<file path="src/rtl/cpu_clock_control.sv">
// cpu_clock_control
//
// Run/stop/single-step controller placed after the CPU clock divider. It turns
// the divider's active-low one-cycle tick into a one-cycle CPU clock-enable and
// gates it with a HALTED / RUNNING / STEP_ARMED state machine. Two push-buttons
// (run/stop and step) are synchronised and debounced here. The CPU can halt
// itself with halt_req. Delivered CPU cycles are counted for a debug display.
//
// Parameters:
//   DEBOUNCE_CYCLES  consecutive stable samples needed to accept a button level
//                    change (legal 2..2^20-1)
//   START_RUNNING    1: leave reset in RUNNING, 0: leave reset in HALTED
//
// Ports:
//   clk_in        in   system clock, rising edge
//   rst_n         in   asynchronous active-low reset
//   tick_n        in   divider tick, low for one clk_in cycle per period
//   btn_run_stop  in   raw run/stop button, active high, bouncy, asynchronous
//   btn_step      in   raw single-step button, active high, bouncy, asynchronous
//   halt_req      in   one-cycle halt request from the CPU
//   cpu_clk_en    out  registered one-cycle CPU clock-enable
//   running       out  high while RUNNING
//   step_pending  out  high while STEP_ARMED
//   cycle_count   out  number of cpu_clk_en pulses since reset, wraps

module cpu_clock_control #(
  parameter logic [19:0] DEBOUNCE_CYCLES = 20'd500000,
  parameter logic        START_RUNNING   = 1'b0
) (
  input  logic        clk_in,
  input  logic        rst_n,
  input  logic        tick_n,
  input  logic        btn_run_stop,
  input  logic        btn_step,
  input  logic        halt_req,
  output logic        cpu_clk_en,
  output logic        running,
  output logic        step_pending,
  output logic [31:0] cycle_count
);

  // Button index 0 is run/stop, index 1 is step.
  localparam int unsigned NumBtn = 2;
  localparam int unsigned BtnRun = 0;
  localparam int unsigned BtnStep = 1;

  localparam logic [19:0] DebounceLast = DEBOUNCE_CYCLES - 20'd1;

  typedef enum logic [1:0] {
    StHalted,
    StRunning,
    StStepArmed
  } state_e;

  localparam state_e ResetState = START_RUNNING ? StRunning : StHalted;

  // ---------------------------------------------------------------------------
  // Button conditioning
  // ---------------------------------------------------------------------------
  logic [NumBtn-1:0] btn_raw;
  logic [NumBtn-1:0] s1_q;
  logic [NumBtn-1:0] s2_q;
  logic [NumBtn-1:0] stable_q;
  logic [NumBtn-1:0] press_q;
  logic [19:0]       cnt_q [NumBtn];

  assign btn_raw = {btn_step, btn_run_stop};

  always_ff @(posedge clk_in or negedge rst_n) begin
    if (!rst_n) begin
      s1_q     <= '0;
      s2_q     <= '0;
      stable_q <= '0;
      press_q  <= '0;
      for (int i = 0; i < NumBtn; i++) begin
        cnt_q[i] <= '0;
      end
    end else begin
      s1_q <= btn_raw;
      s2_q <= s1_q;
      for (int i = 0; i < NumBtn; i++) begin
        press_q[i] <= 1'b0;
        if (s2_q[i] == stable_q[i]) begin
          // Any sample agreeing with the accepted level restarts the count,
          // so a glitch shorter than DEBOUNCE_CYCLES never gets through.
          cnt_q[i] <= '0;
        end else if (cnt_q[i] == DebounceLast) begin
          stable_q[i] <= s2_q[i];
          cnt_q[i]    <= '0;
          // Pulse only on an accepted 0->1 change; releases are silent.
          press_q[i]  <= s2_q[i];
        end else begin
          cnt_q[i] <= cnt_q[i] + 20'd1;
        end
      end
    end
  end

  logic run_press;
  logic step_press;
  logic tick;

  assign run_press  = press_q[BtnRun];
  assign step_press = press_q[BtnStep];
  assign tick       = ~tick_n;

  // ---------------------------------------------------------------------------
  // Run / stop / step state machine, enable and cycle counter
  // ---------------------------------------------------------------------------
  state_e      state_q;
  logic        cpu_clk_en_q;
  logic        running_q;
  logic        step_pending_q;
  logic [31:0] cycle_count_q;

  always_ff @(posedge clk_in or negedge rst_n) begin
    if (!rst_n) begin
      state_q        <= ResetState;
      running_q      <= START_RUNNING;
      step_pending_q <= 1'b0;
      cpu_clk_en_q   <= 1'b0;
      cycle_count_q  <= '0;
    end else begin
      cpu_clk_en_q <= 1'b0;
      unique case (state_q)
        StHalted: begin
          // Ticks are ignored while halted.
          if (run_press) begin
            state_q        <= StRunning;
            running_q      <= 1'b1;
            step_pending_q <= 1'b0;
          end else if (step_press) begin
            state_q        <= StStepArmed;
            running_q      <= 1'b0;
            step_pending_q <= 1'b1;
          end
        end
        StStepArmed: begin
          // Run press wins over the pending step, which is then dropped.
          if (run_press) begin
            state_q        <= StRunning;
            running_q      <= 1'b1;
            step_pending_q <= 1'b0;
          end else if (tick) begin
            cpu_clk_en_q   <= 1'b1;
            cycle_count_q  <= cycle_count_q + 32'd1;
            state_q        <= StHalted;
            running_q      <= 1'b0;
            step_pending_q <= 1'b0;
          end
        end
        StRunning: begin
          // halt_req only matters here, so single-stepping past a breakpoint
          // is not re-trapped.
          if (halt_req || run_press) begin
            state_q        <= StHalted;
            running_q      <= 1'b0;
            step_pending_q <= 1'b0;
          end else if (tick) begin
            cpu_clk_en_q  <= 1'b1;
            cycle_count_q <= cycle_count_q + 32'd1;
          end
        end
        default: begin
          state_q        <= StHalted;
          running_q      <= 1'b0;
          step_pending_q <= 1'b0;
        end
      endcase
    end
  end

  assign cpu_clk_en   = cpu_clk_en_q;
  assign running      = running_q;
  assign step_pending = step_pending_q;
  assign cycle_count  = cycle_count_q;

endmodule

</file>
<file path="config.mk">
export PLATFORM = sky130hd
export DESIGN_NAME = cpu_clock_control
export DESIGN_NICKNAME = d
export VERILOG_FILES = /design/src/rtl/cpu_clock_control.sv
export SDC_FILE = /design/constraint.sdc
export NUM_CORES = 1
export LEC_CHECK = 0
export BUFFER_PORTS_ARGS = -buffer_cell sky130_fd_sc_hd__buf_4
export CAP_MARGIN = 20
export CORE_MARGIN = 3
export CORE_UTILIZATION = 40
export DETAILED_ROUTE_END_ITERATION = 16
export GPL_TIMING_DRIVEN = 1
export PLACE_DENSITY_LB_ADDON = 0.08
export SLEW_MARGIN = 20
export SYNTH_ARGS = -nofsm -noshare
export SYNTH_HDL_FRONTEND = slang
export SYNTH_SLANG_ARGS = --single-unit
</file>
<file path="constraint.sdc">
create_clock -name clk_in -period 1.8 [get_ports clk_in]
set_input_delay 0.09 -clock clk_in [delete_from_list [all_inputs] [get_ports clk_in]]
set_output_delay 0.09 -clock clk_in [all_outputs]
set_load 0.02 [all_outputs]
</file>
---- Yosys cells after proc, flatten, opt, wreduce, memory -nomap -nowiden ----
Index checks and enable logic that the tools add are counted.
cells by class
  $add $sub $neg .......................... 3
  equal/unequal tests ..................... 11
  multiplexer cells ....................... 32
  bitwise logic cells ..................... 2
  reductions and logical operators ........ 7
operator list
  cell                   count
  $mux 32                3
  $mux 20                4
  $pmux 32 s2            1
  $add 20x1->20 const B  2
  $eq 20x19->1 const B   2
  $add 32x1->32 const B  1
  $mux 1                 15
  $mux 2                 5
  $ne 2x2->1 const B     3
  $ne 3x3->1 const B     2
  $pmux 1 s3             2
  $pmux 2 s3             1
  $reduce_and 3->1       2
  $reduce_and 2->1       2
  $eq 1x1->1             2
  $eq 2x1->1 const B     1
  $eq 2x2->1 const B     1
  $logic_not 2->1        1
  $not 1->1              2
  $pmux 1 s2             1
  $reduce_bool 2->1      1
  $logic_or 1x1->1       1
storage, ports and cells
  register bits ........................... 85
  bits of input ports ..................... 6
  output and inout bits ................... 35

---- Longest topological paths before layout ----
Gate-level depths: netlist of run 1.
  depth after elaboration ................. 4
  mapped depth ............................ 8
  gate-level depth less buffers ........... 7

---- Worst setup path before layout of run 1 ----
Ideal clock, no wire load.
  kind .................................... register to register
  start ................................... register state_q[0]
  end ..................................... register cycle_count_q[29], in the netlist cycle_count[29]
  library setup time ...................... 80 ps
  arrival time ............................ 1976 ps
  data required time ...................... 1720 ps
  path slack .............................. -256 ps
  stages on the path, launching flop included .. 8
  buffers on the path ..................... 0
  period minus slack after synthesis ...... 2056 ps
  cells stage by stage .................... dfrtp_1 inv_1 ha_1 a21o_2 a2111oi_4 nand4_4 nor4_4 xor2_1
on the way
  cells in the longest elaborated chain, start to end .. 3
  elaborated cells between the ends (all ways) .. 7
  those cells by class .................... eq/ne: 4; mux: 1; reduce/logical: 2
ends and longest elaborated chain
  what                                                              RTL line  text
  start, declared                                                   110       state_e state_q;
  start signal, assigned                                            118       state_q <= ResetState;
  start signal, assigned                                            129       state_q <= StRunning;
  start signal, assigned                                            133       state_q <= StStepArmed;
  $eq 2x1->1 or $eq 2x2->1 (tied branches)                          125       unique case (state_q)
  $ne 2x2->1 (no source line) or $reduce_bool 2->1 (tied branches)  --
  $reduce_and 3->1 (no source line)                                 --
  end signal, assigned                                              146       cycle_count_q <= cycle_count_q + 32'd1;
  end signal, assigned                                              161       cycle_count_q <= cycle_count_q + 32'd1;
  end, declared                                                     114       logic [31:0] cycle_count_q;
Parallel ways exist; a longest one is shown, timed or not.
A chain may end at the register's enable or synchronous reset.

---- Worst setup path after layout of run 1 ----
Ends and elaborated chain as after synthesis.

==> results.json, run 1 <==
{
  "hpwlAfterDp_um": 5640,
  "synth_fa_ha_area_frac": 0.0191,
  "maxSlewViolCount": 0,
  "tightest_slew_ns": 0.428,
  "grt_max_degree": 41,
  "setup.worst_path.end_class": "register",
  "h-tree-depth": 3,
  "drc": 0,
  "cts.path.max_buffers": 2,
  "clock_sinks": 84,
  "antenna_found_initial": 0,
  "stdcell_area_um2": 5200,
  "synth_cells": 376,
  "syn-num-nets": 388,
  "core_um2": 9420,
  "syn-cell-area_um2": 3940,
  "ys_top_cells_by_count": "dfrtp_1 (84), nor2_1 (63), xor2_1 (35)",
  "drt_iter0_drc": 91,
  "cts_inserted_buffers": 9,
  "grt_first_pass_wirelength_um": 13900,
  "cts_root_buf": "clkbuf_8",
  "cap_viol_max_count": 0,
  "die-area_um2": 11100,
  "ys_dominant_reg_cell": "dfrtp_1",
  "rsz0062_at_grt": "yes",
  "synth.distinct_cells": 36,
  "rows": 35,
  "slew_headroom": 0.712,
  "hold_depth": 4,
  "overflow": 0,
  "fin_cells": 604,
  "clk_pin_slew_ns": 0.09,
  "synth.top_cell.area_share": 0.534,
  "cts_tree": "yes",
  "fin_nets": 482,
  "pre_cts_ws_ns": -0.151,
  "synth.top_cells.by_area": "dfrtp_1 (53%), xor2_1 (7.8%), xnor2_1 (7.6%), nor2_1 (6.0%), nand3_1 (3.9%)",
  "layout_min_cycle_time_ns": 1.90,
  "cp.arrival_ns": 2.18,
  "setup_violations": 22,
  "r2r-start": "state_q[0]",
  "synth_edf_count": 0,
  "wl_um": 7990,
  "synthSimpleGateAreaFrac": 0.237,
  "p_leak_nw": 2.45,
  "holdPathEnd": "cpu_clk_en",
  "hold_viol_final": 0,
  "vias_per_cell": 4.93,
  "outcome": "complete, but fails checks",
  "die_w_um": 105,
  "min_from": "halt_req",
  "ys_seq_elements": 84,
  "irDropWorstVdd_v": 0.000333,
  "drive_above_1_share": 0.299,
  "hp-class": "in -> reg",
  "skew_ns": 0.0110,
  "area_growth_syn_to_layout_pct": 31.9,
  "yosysMostFrequentCell": "dfrtp_1",
  "diodes": 0,
  "synthMuxAreaShare": 0.0114,
  "totalPowerFinal_mw": 3.54,
  "yosysTopAreaCell": "dfrtp_1",
  "fin_crit_sh": 1.06,
  "ys_warn_count": 0,
  "first_pass_iters": 4,
  "io_pins": 41,
  "power_per_cell_area_nw_per_um2": 681,
  "fmax_ghz": 0.526,
  "dp.cells": 581,
  "vias": 2980,
  "cp-start-kind": "register",
  "failed_checks": "negative setup slack",
  "synth_compound_area_frac": 0.0235,
  "ff2ff_path_depth": 7,
  "clkLatencyLatePin_ns": 0.35,
  "track_usage": 0.154,
  "grt_pass1_vias": 2937,
  "worst-setup-path-type": "reg -> reg",
  "die_height_um": 105,
  "wl_per_cell_um": 13.2,
  "place_congestion": 0.768,
  "cp_max_fo": 5,
  "io_buffers": 40,
  "place_area_um2": 4720,
  "ys_seq_area_frac": 0.534,
  "syn_avg_cell_area_um2": 10.5,
  "fin_ws_ns": -0.101,
  "ant_nets": 0,
  "async_reset_ff_frac": 1.00,
  "rr_endpoint": "cycle_count[29]",
  "synthXorXnorAreaFrac": 0.153,
  "cp_data_required_time_ns": 2.08,
  "start_util": 0.418,
  "rrSetupSlack_ns": -0.10,
  "synth_top_family_by_area": "simple AND/OR/NAND/NOR gates"
}
-- per-layer routing --
layer	part of all wire	global-route usage
met3	0.042	0.0312
met4	0.020	0.0656
met1	0.49	0.217
met2	0.45	0.231
met5	0	0
-- per-stage QoR --
step	TNS [ns]	hold slack, ns	util
after floorplan	-0.994	-0.206	-
after global placement	-2.24	0.00424	0.502
after detailed placement	-2.71	0.00304	0.502
after CTS	-0.880	0.0629	0.543
after global routing	-4.30	0.0833	0.552
final	-1.01	0.0914	0.552
-- how the worst max path moves through the flow --
stage               start              end
6_report       state_q[0]  cycle_count[29]
5_1_grt        state_q[1]  cycle_count[29]
4_1_cts        state_q[1]  cycle_count[29]
3_5_place_dp   state_q[1]  cycle_count[29]
3_3_place_gp   state_q[1]  cycle_count[29]
2_1_floorplan  state_q[0]  cycle_count[29]
-- registers in the layout, summed over array words and instances, names as in the netlist --
name          count
stable_q          2
cpu_clk_en        1
press_q           2
state_q           2
cnt_q            40
cycle_count      32
s2_q              2
step_pending      1
s1_q              2
-- kinds of logic after synthesis --
kind of cell    after synthesis
simple gates                184
flops                        84
xor+xnor                     69
buf+inv                      20
compound gates                9
fa+ha+maj                     6
mux                           4
-- power by group --
part | total (mW) | internal, mW | switching [mW]
Sequential | 1.91 | 1.90 | 0.0126
Clock | 1.51 | 0.820 | 0.689
Combinational | 0.120 | 0.0486 | 0.0715
Total | 3.54 | 2.77 | 0.773
-- what timing repair did --
action / 4_1_cts / 5_1_grt
pin swaps: 19 / 14
endpoints found under the setup margin: 47 / 56
setup buffers: 3 / 1
hold buffers: 3 / 0
endpoints found under the hold margin: 62 / 0
gates resized for setup: 25 / 18
-- placed cells by master, fill, tap and decap left out, drive strengths merged, types with 4 or more instances in the layout --
master / count
buf: 85
dfrtp: 84
nor2: 63
xor2: 35
xnor2: 34
nand3: 31
nand2: 23
nand4: 22
inv: 15
nor3: 15
clkbuf: 10
nor4: 8
and3: 7
ha: 6
mux2: 4
clkinv: 4
-- area by class of cell --
cell class / count / area [um2]
Clock buffer: 10 / 138
Clock inverter: 6 / 87.6
Multi-Input combinational cell: 272 / 1940
Timing Repair Buffer: 88 / 711
Inverter: 15 / 56.3
Sequential cell: 84 / 2100
Tap cell: 129 / 161
Fill cell: 835 / 4220
-- critical path, cell delays in order, from the launching register on --
cell and delay (ns):
dfrtp_2 0.42, inv_2 0.07, ha_4 0.16, a21o_4 0.22, a2111oi_4 0.42, nand4_4 0.20, nor4_4 0.19, xor2_1 0.16
Power figures use the tool's default switching activity.
==> inputs of run 2 (changes only) <==
- CELL_PAD_IN_SITES_DETAIL_PLACEMENT: default -> 0
- CELL_PAD_IN_SITES_GLOBAL_PLACEMENT: default -> 1
- CORE_UTILIZATION: 40 -> 42
==> run 2 against run 1 <==
- the flow still finishes with violations (negative setup slack)
- cell count decreased by 2.2%
- sequential cell count unchanged
- largest power group unchanged
- sequential share of layout area down 0.63 points
- highest routed layer unchanged
- wire length increased by 4.1%
- die area is 4.5% lower
- total power is essentially flat
- clock skew decreased by 0.0021 ns
==> results.json, run 2 (same netlist as run 1, synthesis figures left out) <==
{
  "outcome": "complete, but fails checks",
  "failed_checks": "negative setup slack",
  "slew_headroom": 0.635,
  "holdPathEnd": "cpu_clk_en",
  "seqPwrFrac": 0.541,
  "die_height_um": 103,
  "r2r-start": "state_q[1]",
  "fin_nets": 490,
  "ff2ff_path_depth": 7,
  "switching_share": 0.213,
  "crit_path_start": "state_q[1]",
  "worst-setup-path-type": "reg -> reg",
  "hold_ws_ns": 0.106,
  "rows": 34,
  "overflow": 0,
  "cp_data_required_time_ns": 2.08,
  "cp.arrival_ns": 2.21,
  "cap_viol_max_count": 0,
  "drt_iter0_drc": 130,
  "die_w_um": 103,
  "drc": 0,
  "clkLatencyLatePin_ns": 0.35,
  "clk_pin_slew_ns": 0.08,
  "rrSetupSlack_ns": -0.12,
  "h-tree-depth": 3,
  "fmax_ghz": 0.520,
  "clock_sinks": 84,
  "hpwlAfterDp_um": 5730,
  "min_from": "halt_req",
  "fin_crit_sh": 1.07,
  "rr_endpoint": "cycle_count[29]",
  "irDropWorstVdd_v": 0.000303,
  "crit_family": "compound AO/OA/AOI/OAI gates",
  "p_leak_nw": 2.50,
  "setup_violations": 24,
  "p_sw_mw": 0.754,
  "vias": 3038,
  "crit_slowest_cell": "dfrtp_1",
  "seqCellArea_um2": 2100,
  "wl_per_cell_um": 14.1,
  "cell_internal_pwr_mw": 2.78,
  "setup.worst_path.end_class": "register",
  "ant_nets": 0,
  "crit_chain": "inv_2 -> ha_4 -> a21o_4 -> a2111oi_4 -> nand4_4 -> nor4_4 -> xor2_1",
  "layout_min_cycle_time_ns": 1.92,
  "die-area_um2": 10600,
  "totalPowerFinal_mw": 3.54,
  "final_cell_mix": "buf_4 (84), dfrtp_1 (83), nor2_1 (56)",
  "diodes": 0,
  "core_um2": 8930,
  "cts_inserted_buffers": 9,
  "final_util": 0.591,
  "top_register": "cnt_q",
  "skew_ns": 0.00888,
  "cp-start-kind": "register",
  "cts_root_buf": "clkbuf_8",
  "area_growth_syn_to_layout_pct": 34.0,
  "power_per_cell_area_nw_per_um2": 670,
  "slowest_delay_ns": 0.42,
  "grt_pass1_vias": 2912,
  "grt_max_degree": 37,
  "p_clk_frac": 0.419,
  "vias_per_cell": 5.14,
  "path_buf_inv": 1,
  "io_pins": 41,
  "start_util": 0.441,
  "place_congestion": 0.805,
  "io_buffers": 40,
  "rsz0062_at_grt": "yes",
  "cts.path.max_buffers": 2,
  "fin_ws_ns": -0.123,
  "comb_power_share": 0.041,
  "hold_depth": 4,
  "hp-class": "in -> reg",
  "multiInputGateArea_um2": 1940,
  "layout_commonest_cell": "buf_4",
  "antenna_found_initial": 0,
  "hold_viol_final": 0,
  "setup_tns_ns": -1.76,
  "fill_cells": 771,
  "cts_tree": "yes",
  "first_pass_iters": 4,
  "maxSlewViolCount": 0,
  "grt_first_pass_wirelength_um": 13800,
  "drive_above_1_share": 0.308,
  "wl_um": 8310,
  "cp_max_fo": 5,
  "track_usage": 0.167,
  "largest_reg_flops": 40,
  "tightest_slew_ns": 0.534
}
[run 2: cell count changes in the layout (fill, tap and decap cells not counted), moves of 2 or more]
cell	delta
buf_4	+8
clkbuf_16	+2
clkinv_4	-2
buf_6	-5
buf_12	+3
nor2_2	+2
clkbuf_1	+2
[run 2: worst max-delay path by stage]
stage / endpoint / cells past startpoint
floorplan: cycle_count[29] / 7
global route: cycle_count[10] / 9
global placement: cycle_count[21] / 7
CTS: cycle_count[29] / 7
finish: cycle_count[29] / 7
detailed placement: cycle_count[29] / 7
[run 2: timing repair]
action / CTS / global route
setup endpoints to repair: 45 / 66
endpoints found under the hold margin: 34 / 0
cloned: 0 / 3
buffers inserted: 2 / 5
hold buffers: 3 / 0
pin swaps: 11 / 14
gates resized for setup: 15 / 21
[run 2: final cells by class]
class	count	share of cell area
multi-input combinational	272	0.368
clock buffer	12	0.0275
sequential	84	0.398
tap	108	0.0256
inverter	15	0.0107
timing repair buffer	96	0.156
clock inverter	4	0.0137
[run 2: metal layers]
layer | up-vias | routed length [um] | GRT usage
met5 | - | 0 | 0
met4 | 0 | 91 | 0.0488
met3 | 8 | 326 | 0.0467
met2 | 65 | 3960 | 0.267
met1 | 1476 | 3930 | 0.224
li1 | 1489 | - | -
[run 2: power groups by stage]
stage          combinational [mW]  sequential, mW  clock (mW)
2_1_floorplan              0.0386            1.95           0
3_3_place_gp                0.118            1.95           0
3_5_place_dp                0.121            1.95           0
4_1_cts                     0.127            1.91        1.54
5_1_grt                     0.162            1.92        1.60
6_report                    0.144            1.91        1.48
[run 2: tightest hold or removal path, delay by kind of cell]
family	cells	cell delay, ns
buffers and inverters	2	0.13
AO/OA/AOI/OAI	1	0.14
AND/OR/NAND/NOR	1	0.06
[run 2: stage by stage]
stage,area (um2),std cells,setup WS [ns]
2_1_floorplan,3970,376,-0.175
3_3_place_gp,4740,562,-0.149
3_5_place_dp,4740,562,-0.210
4_1_cts,5070,583,-0.138
5_1_grt,5280,591,-0.267
6_report,5280,591,-0.123
==> inputs of run 3 (changes only) <==
- PLACE_DENSITY_LB_ADDON: 0.08 -> 0.12
==> run 3 against run 2 <==
- the flow still finishes with violations (negative setup slack)
- via count down 2.3%
- total power is 4.0% higher
- sequential share of layout area barely moved
- cell count shrank 0.68%
- highest routed layer unchanged
==> results.json, run 3 (same netlist as run 1, synthesis figures left out) <==
{
  "largest_reg_flops": 40,
  "slew_headroom": 0.595,
  "p_leak_nw": 2.46,
  "layout_min_cycle_time_ns": 1.92,
  "cp.arrival_ns": 2.20,
  "crit_chain": "inv_2 -> ha_4 -> a21o_4 -> a2111oi_4 -> buf_4 -> nand4_4 -> nor4_4 -> xor2_1",
  "failed_checks": "negative setup slack",
  "maxSlewViolCount": 0,
  "crit_slowest_cell": "dfrtp_1",
  "hold_viol_final": 0,
  "cts_tree": "yes",
  "slowest_delay_ns": 0.43,
  "start_util": 0.441,
  "fin_nets": 486,
  "cts_root_buf": "clkbuf_8",
  "irDropWorstVdd_v": 0.000409,
  "met2_usage": 0.267,
  "cts.path.max_buffers": 2,
  "top_register": "cnt_q",
  "drive_above_1_share": 0.326,
  "die-area_um2": 10600,
  "cap_viol_max_count": 0,
  "skew_ns": 0.0166,
  "clock_sinks": 84,
  "outcome": "complete, but fails checks",
  "ff2ff_path_depth": 8,
  "worst-setup-path-type": "reg -> reg",
  "fin_crit_sh": 1.07,
  "rows": 34,
  "cp_max_fo": 5,
  "setup_violations": 35,
  "wl_per_cell_um": 14.1,
  "layout_commonest_cell": "dfrtp_1",
  "use_met3": 0.0271,
  "vias_per_cell": 5.06,
  "grt_pass1_vias": 2943,
  "stdcell_area_um2": 5270,
  "final_cell_mix": "dfrtp_1 (83), buf_4 (82), nor2_1 (43)",
  "fin_ws_ns": -0.120,
  "core_um2": 8930,
  "area_growth_syn_to_layout_pct": 33.9,
  "hpwlAfterDp_um": 5800,
  "totalPowerFinal_mw": 3.68,
  "place_congestion": 0.771,
  "grt.met1_usage": 0.233,
  "clk_pin_slew_ns": 0.10,
  "ant_nets": 0,
  "power_per_cell_area_nw_per_um2": 698,
  "vias": 2968,
  "overflow": 0,
  "cts_inserted_buffers": 9,
  "hold_depth": 3,
  "top_usage_layer": "met2",
  "tightest_slew_ns": 0.608,
  "io_pins": 41,
  "clkLatencyLatePin_ns": 0.34,
  "wl_um": 8280,
  "antenna_found_initial": 0,
  "h-tree-depth": 3,
  "drt_iter0_drc": 105,
  "first_pass_iters": 4,
  "grt_max_degree": 45,
  "drc": 0,
  "cp_data_required_time_ns": 2.08,
  "rsz0062_at_grt": "yes",
  "diodes": 0,
  "setup.worst_path.end_class": "register",
  "die_w_um": 103,
  "grt_first_pass_wirelength_um": 14000,
  "die_height_um": 103,
  "hp-class": "in -> reg",
  "track_usage": 0.167,
  "cp-start-kind": "register",
  "fmax_ghz": 0.521,
  "place_area_um2": 4740,
  "io_buffers": 40
}
## run 3: per-layer routing
metal  routed length [um]  vias to the layer above
li1                     -                     1476
met2                 3870                       43
met5                    0                        -
met4                   57                        0
met3                  238                        6
met1                 4120                     1443
## run 3: area by class of cell
type	count	area, um2
inverter	15	56.3
fill	777	3660
tap	108	135
multi-input combinational	272	1970
clock inverter	6	113
clock buffer	10	128
timing repair buffer	92	764
sequential	84	2100
## run 3: worst max-delay path: cells and delay by family (launching register included)
kind	cells	cell delay [ns]
DFF	1	0.43
buffers and inverters	2	0.27
xor gates and xnor gates	1	0.16
AOI/OAI and AO/OA	2	0.48
and+or+nand+nor	2	0.35
adders and majority gates	1	0.16
## run 3: repair_timing
item / CTS / global route
hold endpoints to repair: 43 / 0
pin swaps: 7 / 20
gates cloned: 0 / 1
setup endpoints to repair: 46 / 52
gates resized for setup: 9 / 41
hold buffers: 3 / 0
buffers inserted: 3 / 2
## run 3: worst paths after layout
kind / start / end / slack, ns
max: state_q[1] / cycle_count[29] / -0.12
min: tick_n / cpu_clk_en / 0.11
max in group asynchronous: rst_n / cnt_q[18] / 0.90
min in group asynchronous: rst_n / state_q[0] / 0.28
min reg2reg: s1_q[0] / s2_q[0] / 0.35
max reg2reg: state_q[1] / cycle_count[29] / -0.12
## run 3: power by group
part	total (mW)	internal [mW]	switching, mW
Sequential	1.91	1.90	0.0118
Combinational	0.149	0.0628	0.0858
Clock	1.62	0.929	0.690
Total	3.68	2.89	0.788
## run 3: through the flow
stage / setup WS [ns] / setup TNS, ns / instances / hold slack [ns] / utilization
CTS: -0.112 / -0.829 / 584 / 0.0894 / 0.568
detailed placement: -0.189 / -2.04 / 562 / 0.145 / 0.530
global route: -0.278 / -5.40 / 587 / 0.112 / 0.590
floorplan: -0.175 / -0.994 / 376 / -0.206 / -
global placement: -0.127 / -1.30 / 562 / 0.150 / 0.530
finish: -0.120 / -1.19 / 587 / 0.109 / 0.590
